<file path="src/rtl/icache_refill_ctrl.sv">
// Instruction-cache line refill controller: one burst request per miss, beat collection, line install.
// Define ICACHE_REFILL_CWF_EN to enable critical-word-first bursts and the crit_word bypass.
module icache_refill_ctrl #(
    parameter int LINE_SIZE  = 64,
    parameter int WAYS       = 8,
    parameter int BEAT_WIDTH = 32,
    parameter int BEATS      = LINE_SIZE * 8 / BEAT_WIDTH
) (
    input  logic                          clk,
    input  logic                          rst,
    input  logic                          miss_valid,
    input  logic [31:0]                   miss_addr,
    input  logic                          flush,
    output logic                          mem_req_valid,
    input  logic                          mem_req_ready,
    output logic [31:0]                   mem_req_addr,
    input  logic                          mem_rdata_valid,
    input  logic [BEAT_WIDTH-1:0]         mem_rdata,
    output logic                          do_update_line,
    output logic                          do_update_tag_and_valid,
    output logic                          do_clear_dirty,
    output logic [31:0]                   update_addr,
    output logic [LINE_SIZE*8-1:0]        update_line_data,
    output logic [$clog2(WAYS)-1:0]       update_way,
    output logic                          update_dirty_bit,
    output logic                          busy,
    output logic                          refill_done,
    output logic                          crit_word_valid,
    output logic [BEAT_WIDTH-1:0]         crit_word
);

    localparam int WAY_W  = (WAYS > 1) ? $clog2(WAYS) : 1;
    localparam int BEAT_W = (BEATS > 1) ? $clog2(BEATS) : 1;
    localparam int OFF_W  = $clog2(LINE_SIZE);
    localparam int WOFF_W = $clog2(BEAT_WIDTH / 8);

    typedef enum logic [1:0] {
        IDLE = 2'd0,
        REQ  = 2'd1,
        RECV = 2'd2,
        FILL = 2'd3
    } state_t;

    state_t                 state, next_state;
    logic [31:0]            addr_q;
    logic [BEAT_W-1:0]      beat_cnt;
    logic [BEAT_W-1:0]      slot;
    logic [WAY_W-1:0]       victim;
    logic                   discard;
    logic [LINE_SIZE*8-1:0] line_buf;

    logic accept;
    logic beat_fire;
    logic last_beat;
    logic unused_addr_bits;

    assign accept    = (state == IDLE) && miss_valid && !flush && !rst;
    assign beat_fire = (state == RECV) && mem_rdata_valid;
    assign last_beat = beat_fire && (beat_cnt == BEAT_W'(BEATS - 1));
    assign unused_addr_bits = ^addr_q[OFF_W-1:0];

`ifdef ICACHE_REFILL_CWF_EN
    // Burst starts at the missing word, so beat j lands at (miss word + j) mod BEATS.
    assign slot         = addr_q[OFF_W-1:WOFF_W] + beat_cnt;
    assign mem_req_addr = (state == REQ) ? {addr_q[31:WOFF_W], {WOFF_W{1'b0}}} : '0;
    always_comb begin
        crit_word_valid = beat_fire && (beat_cnt == '0) && !discard && !flush;
        crit_word       = crit_word_valid ? mem_rdata : '0;
    end
`else
    assign slot            = beat_cnt;
    assign mem_req_addr    = (state == REQ) ? {addr_q[31:OFF_W], {OFF_W{1'b0}}} : '0;
    assign crit_word_valid = 1'b0;
    assign crit_word       = '0;
`endif

    always_ff @(posedge clk or posedge rst) begin
        if (rst) state <= IDLE;
        else     state <= next_state;
    end

    always_comb begin
        next_state              = state;
        mem_req_valid           = 1'b0;
        do_update_line          = 1'b0;
        do_update_tag_and_valid = 1'b0;
        refill_done             = 1'b0;
        busy                    = 1'b1;
        case (state)
            IDLE: begin
                busy = accept;
                if (accept) next_state = REQ;
            end
            REQ: begin
                mem_req_valid = 1'b1;
                if (mem_req_ready)  next_state = RECV;
                else if (flush)     next_state = IDLE;
            end
            RECV: begin
                // A flushed burst is still drained so no stray beats reach the next miss.
                if (last_beat) next_state = (discard || flush) ? IDLE : FILL;
            end
            FILL: begin
                do_update_line          = 1'b1;
                do_update_tag_and_valid = 1'b1;
                refill_done             = 1'b1;
                next_state              = IDLE;
            end
            default: next_state = IDLE;
        endcase
    end

    always_ff @(posedge clk or posedge rst) begin
        if (rst) begin
            addr_q   <= '0;
            beat_cnt <= '0;
            victim   <= '0;
            discard  <= 1'b0;
            line_buf <= '0;
        end else begin
            if (accept) addr_q <= miss_addr;
            if (((state == REQ) && mem_req_ready || (state == RECV)) && flush)
                discard <= 1'b1;
            if (beat_fire) begin
                line_buf[slot*BEAT_WIDTH +: BEAT_WIDTH] <= mem_rdata;
                beat_cnt <= last_beat ? '0 : beat_cnt + 1'b1;
            end
            if (last_beat) discard <= 1'b0;
            if (state == FILL)
                victim <= (victim == WAY_W'(WAYS - 1)) ? '0 : victim + 1'b1;
        end
    end

    assign update_addr      = {addr_q[31:OFF_W], {OFF_W{1'b0}}};
    assign update_line_data = line_buf;
    assign update_way       = victim;
    assign do_clear_dirty   = 1'b0;
    assign update_dirty_bit = 1'b0;

endmodule

</file>
<file path="config.mk">
export PLATFORM = sky130hd
export DESIGN_NAME = icache_refill_ctrl
export DESIGN_NICKNAME = d
export VERILOG_FILES = /design/src/rtl/icache_refill_ctrl.sv
export SDC_FILE = /design/constraint.sdc
export NUM_CORES = 1
export LEC_CHECK = 0
export ABC_CLOCK_PERIOD_IN_PS = 29100
export BUFFER_PORTS_ARGS = -buffer_cell sky130_fd_sc_hd__buf_2
export CAP_MARGIN = 20
export CORE_AREA = 2 2 266 268
export DETAILED_ROUTE_END_ITERATION = 10
export DIE_AREA = 0 0 268 270
export PLACE_DENSITY = 0.63
export REMOVE_ABC_BUFFERS = 1
export SLEW_MARGIN = 20
export SYNTH_ARGS = -nofsm -noshare
export SYNTH_HDL_FRONTEND = slang
export SYNTH_SLANG_ARGS = --single-unit
</file>
<file path="constraint.sdc">
create_clock -name clk -period 29.1 [get_ports clk]
set_clock_uncertainty 0.05 [all_clocks]
set_input_delay 4.365 -clock clk [delete_from_list [all_inputs] [get_ports clk]]
set_output_delay 4.365 -clock clk [all_outputs]
set_load 0.05 [all_outputs]
</file>
* After elaboration in Yosys (flattened, before gate mapping)
Cells that the tools add are included.
Storage, ports and cells: logic and storage cells 48, output and inout bits 619, bits of input ports 70, register bits 554
Operators by class: reductions and logical operators 14, shift operators 2, mux-type cells 15, equal/unequal tests 8, $add $sub $neg 3
Operator list (number):
- 512-bit bitwise mux | 1
- 32-bit by 34-bit variable shift with 512-bit output (first input constant) | 1
- 32-bit by 34-bit variable part select with 512-bit output | 1
- 9-bit negation with 34-bit output | 1
- 32-bit two-way mux | 1
- 2-bit two-way mux | 5
- 2-bit case mux with 4 select lines | 1
- 1-bit logical AND | 7
- 1-bit two-way mux | 5
- 4-bit by 1-bit adder with 4-bit output (second input constant) | 1
- 2-bit equality test (second input constant) | 2
- 4-bit equality test (second input constant) | 1
- 4-bit two-way mux | 1
- 2-bit != test (second input constant) | 2
- 3-bit by 1-bit adder with 3-bit output (second input constant) | 1
- 3-bit equality test (second input constant) | 1
- 3-bit two-way mux | 1
- 3-bit != test (second input constant) | 1
- 3-bit AND reduction | 1
- 2-bit by 1-bit equality test with 1-bit output (second input constant) | 1
- 1-bit zero test | 2
- 2-bit zero test | 1
- 1-bit logical OR | 2
- 2-bit nonzero test | 1

* Longest topological paths before layout
Gate-level depths: netlist of run 1.
depth in word-level cells 6, mapped depth 9

* Worst setup path before layout of run 1
OpenSTA, ideal clock, no wires.
path type input -> register, start point input rst, end point register addr_q[10], arrival time 16689 ps, slack 12237 ps, cell stages on the path 5, library setup time 125 ps, path through inv_1 nand3b_1 clkbuf_1 buf_2 mux2_2
Between the ends: word-level cells in the longest chain between the ends 2
RTL lines:
- from (decl) | RTL line 10 | input logic rst,
- 1-bit zero test (no line)
- 1-bit logical AND | RTL line 57 | assign accept = (state == IDLE) && miss_valid && !flush && !rst;
- to (signal assigned) | RTL line 121 | if (accept) addr_q <= miss_addr;
- to (decl) | RTL line 45 | logic [31:0] addr_q;
Every way passes these cells. A chain may end at the register's enable or synchronous reset.

* Worst setup path after layout of run 1
start point input flush, end point output busy
Between the ends: word-level cells in the longest chain between the ends 4
RTL lines:
- from (decl) | RTL line 13 | input logic flush,
- 1-bit zero test | RTL line 57
- 1-bit logical AND (2 in a row) | RTL line 57
- 1-bit two-way mux | RTL line 89 | case (state)
- to (decl) | RTL line 26 | output logic busy,
Every way passes these cells.

==> impl_metrics.yaml, run 1 <==
synth:
  yosys_warnings: 0
  synth_fa_ha_area_share_pct: 0.2870
  syn_inst: 1796
  syn_area_per_cell_um2: 12.14
  synth_top_area_share_pct: 62.92
  synthXorXnorAreaFrac_pct: 0.1550
  syn-cell-area_mm2: 0.02180
  ys_seq_elements: 548
  synthMuxAreaShare_pct: 15.52
  synthTopCellsByCount: "548 x dfrtp_1, 389 x nand2_1, 256 x o21ai_0, 177 x mux2_2"
  yosysMostFrequentCell: "dfrtp_1"
  synth_top_family_by_area: "multiplexers"
  synth_edf_count: 0
  async_reset_ff_share_pct: 100.0
  synth-main-ff-cell: "dfrtp_1"
  synth_top_cell_by_area: "dfrtp_1"
  yosys.area_share.simple_pct: 9.885
  synth_area_leaders: "dfrtp_1 63%, mux2_2 9.1%, nand2_1 6.7%, o21ai_0 5.9%, mux2_4 4.1%"
  synth_cell_types: 47
  synth-seq-area-share_pct: 62.92
  synth-compound-area-share_pct: 6.349
layout:
  final.fill_count: 6730
  area_delta_synth_final_pct: 28.14
  drive_gt1_share_pct: 41.86
  final_nets: 2483
critical_path:
  r2r-start: "beat_cnt[0]"
  rr_worst_depth: 6
  critical_path_depth: 4
  cp_max_fo: 5
  path_class: "in -> out"
  end_kind: "output port"
  startpoint_type: "primary input"
  critPathBufInv: 2
  crit_slowest_cell: "buf_2"
  slowest_delay_ns: 0.30
  cpMostUsedCell: "buf_2"
  cp.arrival_ns: 5.12
  crit_chain: "buf_2, nand2b_1, o21ai_0, buf_2"
  timing.critical_path.from: "flush"
  cp_top_family: "buffers and inverters"
  critPathRequiredTime_ns: 24.69
drt:
  drtIter0Drc: 803
  vias: 15500
  wl_per_cell_um: 20.21
  drtPass1Iterations: 5
  wl_mm: 68.76
  drc: 0
  ant_nets: 0
  vias_per_cell: 4.553
hold_path:
  hp-start: "update_line_data[239]"
  worst_hold_path.num_cells: 2
  hold_class: "reg -> reg"
timing:
  finalSetupTns_ns: 0
  worstMarginPinSlew_ns: 1.085
  maxSlewHeadroom_pct: 27.67
  drv_slew: 0
  hold_viol: 0
  period_share_pct: 32.78
  rsz0062_at_grt: "false"
  setup_viol: 0
  min_period_ns: 9.540
  fmax_mhz: 104.8
  hold_ws_ns: 0.4204
floorplanning:
  initial_core_util_pct: 31.34
  ioPinCount: 689
  die_h_um: 270
  dieWidth_um: 268
  std_cell_rows: 97
  die-area_mm2: 0.07236
  coreArea_mm2: 0.06954
clock_tree:
  h-tree-depth: 2
  cts_tree: "built"
  clockBufferDepth: 3
  cts_setup_buffers: 0
  cts_hold_buf: 0
  cts_resized: 0
  root_buffer: "clkbuf_16"
  cts_buffers: 59
  clock_latency_ns: 0.62
  cts_sinks: 548
  path_clk_slew_ns: 0.06
place:
  globalplace.congestion: 0.8299
  port_buffers: 635
  dp.final_hpwl_mm: 47.17
global_routing:
  grt_overflow: 0
  grt_pass1_wl_mm: 101.8
  grt_pass1_vias: 15450
  grt_max_degree: 161
  grt_antenna_before_repair: 7
  track_usage_pct: 18.62
run_status:
  status: "finished clean"
run:
  drv_cap: 0
worst min-delay path, stage by stage, from the launching register on:
cell and delay, ns:
dfrtp_1 0.34, nand2_1 0.05, o31ai_1 0.05
registers in the layout (all words and copies together), names as in the netlist:
register / flops
update_line_data: 512
beat_cnt: 4
state: 2
discard: 1
update_way: 3
addr_q: 26
final timing paths:
path,to,slack (ns)
min reg2reg,update_line_data[239],0.42
min in group asynchronous,addr_q[14],3.85
max reg2reg,update_line_data[496],25.66
min,update_line_data[239],0.42
max in group asynchronous,update_line_data[473],22.24
max,busy,19.56
stage by stage:
stage	worst slack, ns	instance area, um2	util (%)	cells
2_1_floorplan	8.273	21050	-	1687
3_3_place_gp	19.55	25710	36.97	3287
3_5_place_dp	19.57	25710	36.97	3287
4_1_cts	19.56	27910	40.13	3398
5_1_grt	19.51	27920	40.15	3400
6_report	19.56	27930	40.16	3403
cell families after synthesis:
| logic type | after synthesis |
|---|---|
| compound gates | 268 |
| xor+xnor | 3 |
| fa+ha+maj | 5 |
| buf+inv | 192 |
| flops | 548 |
| mux | 284 |
| other cells | 1 |
| simple gates | 495 |
layout by cell type, fill, tap and decap left out, types with 2 or more instances in the layout:
master,instances
mux2i_1,32
nor2_4,5
clkbuf_16,59
diode_2,5
nand2_1,389
inv_6,2
nor2_1,5
nand3_2,7
clkinv_2,11
nand2b_1,2
mux2_2,177
o21ai_0,256
mux2_1,15
and3_2,2
nand3_1,6
nand4_4,3
inv_1,36
nor3_1,4
bufinv_16,11
mux2_4,60
nor3b_2,2
and2_0,31
clkinvlp_4,3
buf_4,23
and2_1,27
buf_2,635
conb_1,47
clkbuf_1,6
o31ai_1,4
clkbuf_8,16
ha_1,5
dfrtp_1,547
and3b_1,2
cell type report:
| cell class | count | area, um2 | area share [%] |
|---|---|---|---|
| clock buffer | 81 | 1719 | 6.155 |
| tap | 940 | 1176 | 4.211 |
| sequential | 548 | 13710 | 49.10 |
| timing repair buffer | 660 | 3382 | 12.11 |
| inverter | 37 | 146.4 | 0.5241 |
| antenna | 5 | 12.51 | 0.04480 |
| multi-input combinational | 1102 | 7298 | 26.13 |
| clock inverter | 30 | 480.5 | 1.720 |
metal layers:
layer,share of wire (%),vias up,track usage [%]
met5,0,-,0
met4,4.4,0,8.350
met3,5.2,154,3.820
met2,48,455,30.50
met1,42,7738,23.69
li1,-,7148,-
Power of run 1 is not shown: default switching activity piles up to over one toggle a cycle in this logic, so the estimate is an artifact.
==> run 2: changes to the inputs <==
ABC_CLOCK_PERIOD_IN_PS = 8200   (was 29100)
PLACE_DENSITY = 0.65   (was 0.63)
clock period = 8.2 ns   (was 29.1 ns; I/O delays follow)
==> impl_metrics.yaml, run 2 (synthesis gave the netlist of run 1 again) <==
critical_path:
  cp_max_fo: 64
  critPathRequiredTime_ns: 8.65
  cp.arrival_ns: 3.93
  r2r_slack_ns: 4.73
  path_class: "reg -> reg"
  crit_chain: "buf_4, nor3_1, ha_1, and4b_1, nand4_4, o31ai_1"
  startpoint_type: "flop"
  end_kind: "flop"
  slowest_delay_ns: 0.78
  crit_slowest_cell: "nand4_4"
layout:
  area_delta_synth_final_pct: 27.15
  largest_register_ffs: 512
  fin_util_pct: 39.85
  drive_gt1_share_pct: 41.69
  final.fill_count: 6797
  final_nets: 2483
  mostFrequentLayoutCells: "635 x buf_2, 547 x dfrtp_1, 389 x nand2_1, 256 x o21ai_0, 177 x mux2_2"
  final_common_cell: "buf_2"
  fin_area_mm2: 0.02771
clock_tree:
  h-tree-depth: 2
  cts_buffers: 59
  root_buffer: "clkbuf_16"
  cts_sinks: 548
  clockBufferDepth: 3
  cts_resized: 0
  clock_latency_ns: 0.62
  cts_setup_buffers: 0
  cts_tree: "built"
  path_clk_slew_ns: 0.06
  cts_hold_buf: 0
place:
  port_buffers: 635
  globalplace.congestion: 0.8231
  placed_area_mm2: 0.02571
  dp.final_hpwl_mm: 47.63
global_routing:
  grt_overflow: 0
  track_usage_pct: 18.87
  grt_pass1_vias: 15820
  grt_pass1_wl_mm: 102.9
  grt_antenna_before_repair: 9
  grt_max_degree: 166
floorplanning:
  die-area_mm2: 0.07236
  std_cell_rows: 97
  dieWidth_um: 268
  ioPinCount: 689
  initial_core_util_pct: 31.34
  die_h_um: 270
  coreArea_mm2: 0.06954
timing:
  worstMarginPinSlew_ns: 1.046
  hold_viol: 0
  setup_viol: 0
  period_share_pct: 42.36
  fmax_mhz: 287.9
  finalSetupTns_ns: 0
  drv_slew: 0
  min_period_ns: 3.474
  maxSlewHeadroom_pct: 30.28
  rsz0062_at_grt: "false"
drt:
  ant_nets: 0
  vias_per_cell: 4.540
  drtIter0Drc: 802
  wl_per_cell_um: 20.35
  drtPass1Iterations: 5
  wl_mm: 69.19
  vias: 15440
  drc: 0
hold_path:
  hold_class: "reg -> reg"
run_status:
  status: "finished clean"
run:
  drv_cap: 0
## run 2: cell types whose count changed in the layout (fill, tap and decap cells not counted), sizes merged
cell | previous run | this run
diode | 5 | 4
clkbuf | 81 | 84
clkinv | 14 | 10
bufinv | 11 | 3
clkinvlp | 3 | 4
inv | 39 | 45
## run 2: path summary, 6_finish.rpt
path | to | start | cells past startpoint
worst min register to register | update_line_data[376] | update_line_data[376] | 2
min in group asynchronous | addr_q[18] | rst | 2
worst min-delay path | update_line_data[376] | update_line_data[376] | 2
worst max register to register | update_line_data[252] | beat_cnt[0] | 6
max in group asynchronous | update_line_data[225] | rst | 4
worst max-delay path | update_line_data[252] | beat_cnt[0] | 6
## run 2: critical path, delay by kind of cell (launching register included)
family                     cells  cell delay, ns
DFF                            1            0.35
adders and majority gates      1            0.36
and+or+nand+nor                3            1.48
AOI/OAI and AO/OA              1            0.55
buffers and inverters          1            0.54
## run 2: final cells by class
class	count	area, um2	area share [%]
Sequential cell	548	13710	49.49
Timing Repair Buffer	660	3378	12.19
Antenna cell	4	10.01	0.03612
Tap cell	940	1176	4.244
Multi-Input combinational cell	1102	7295	26.32
Inverter	37	146.4	0.5282
Clock inverter	25	262.8	0.9481
Clock buffer	84	1730	6.244
## run 2: layer usage
metal,track usage (%),share of wire (%),vias up
met5,0,0,-
met3,4.066,5.6,155
li1,-,-,7132
met1,24.69,43,7686
met4,8.262,4.5,0
met2,30.05,47,462
## run 2: metrics by stage
step                setup WS [ns]  hold WS (ns)  cells
global route                4.431        0.4425   3397
CTS                         4.605        0.4239   3396
detailed placement          4.179        0.4105   3287
global placement            4.159        0.4055   3287
floorplan                  -9.492        0.4284   1687
finish                      4.726        0.4208   3400
Power of run 2 is left out for the same reason.
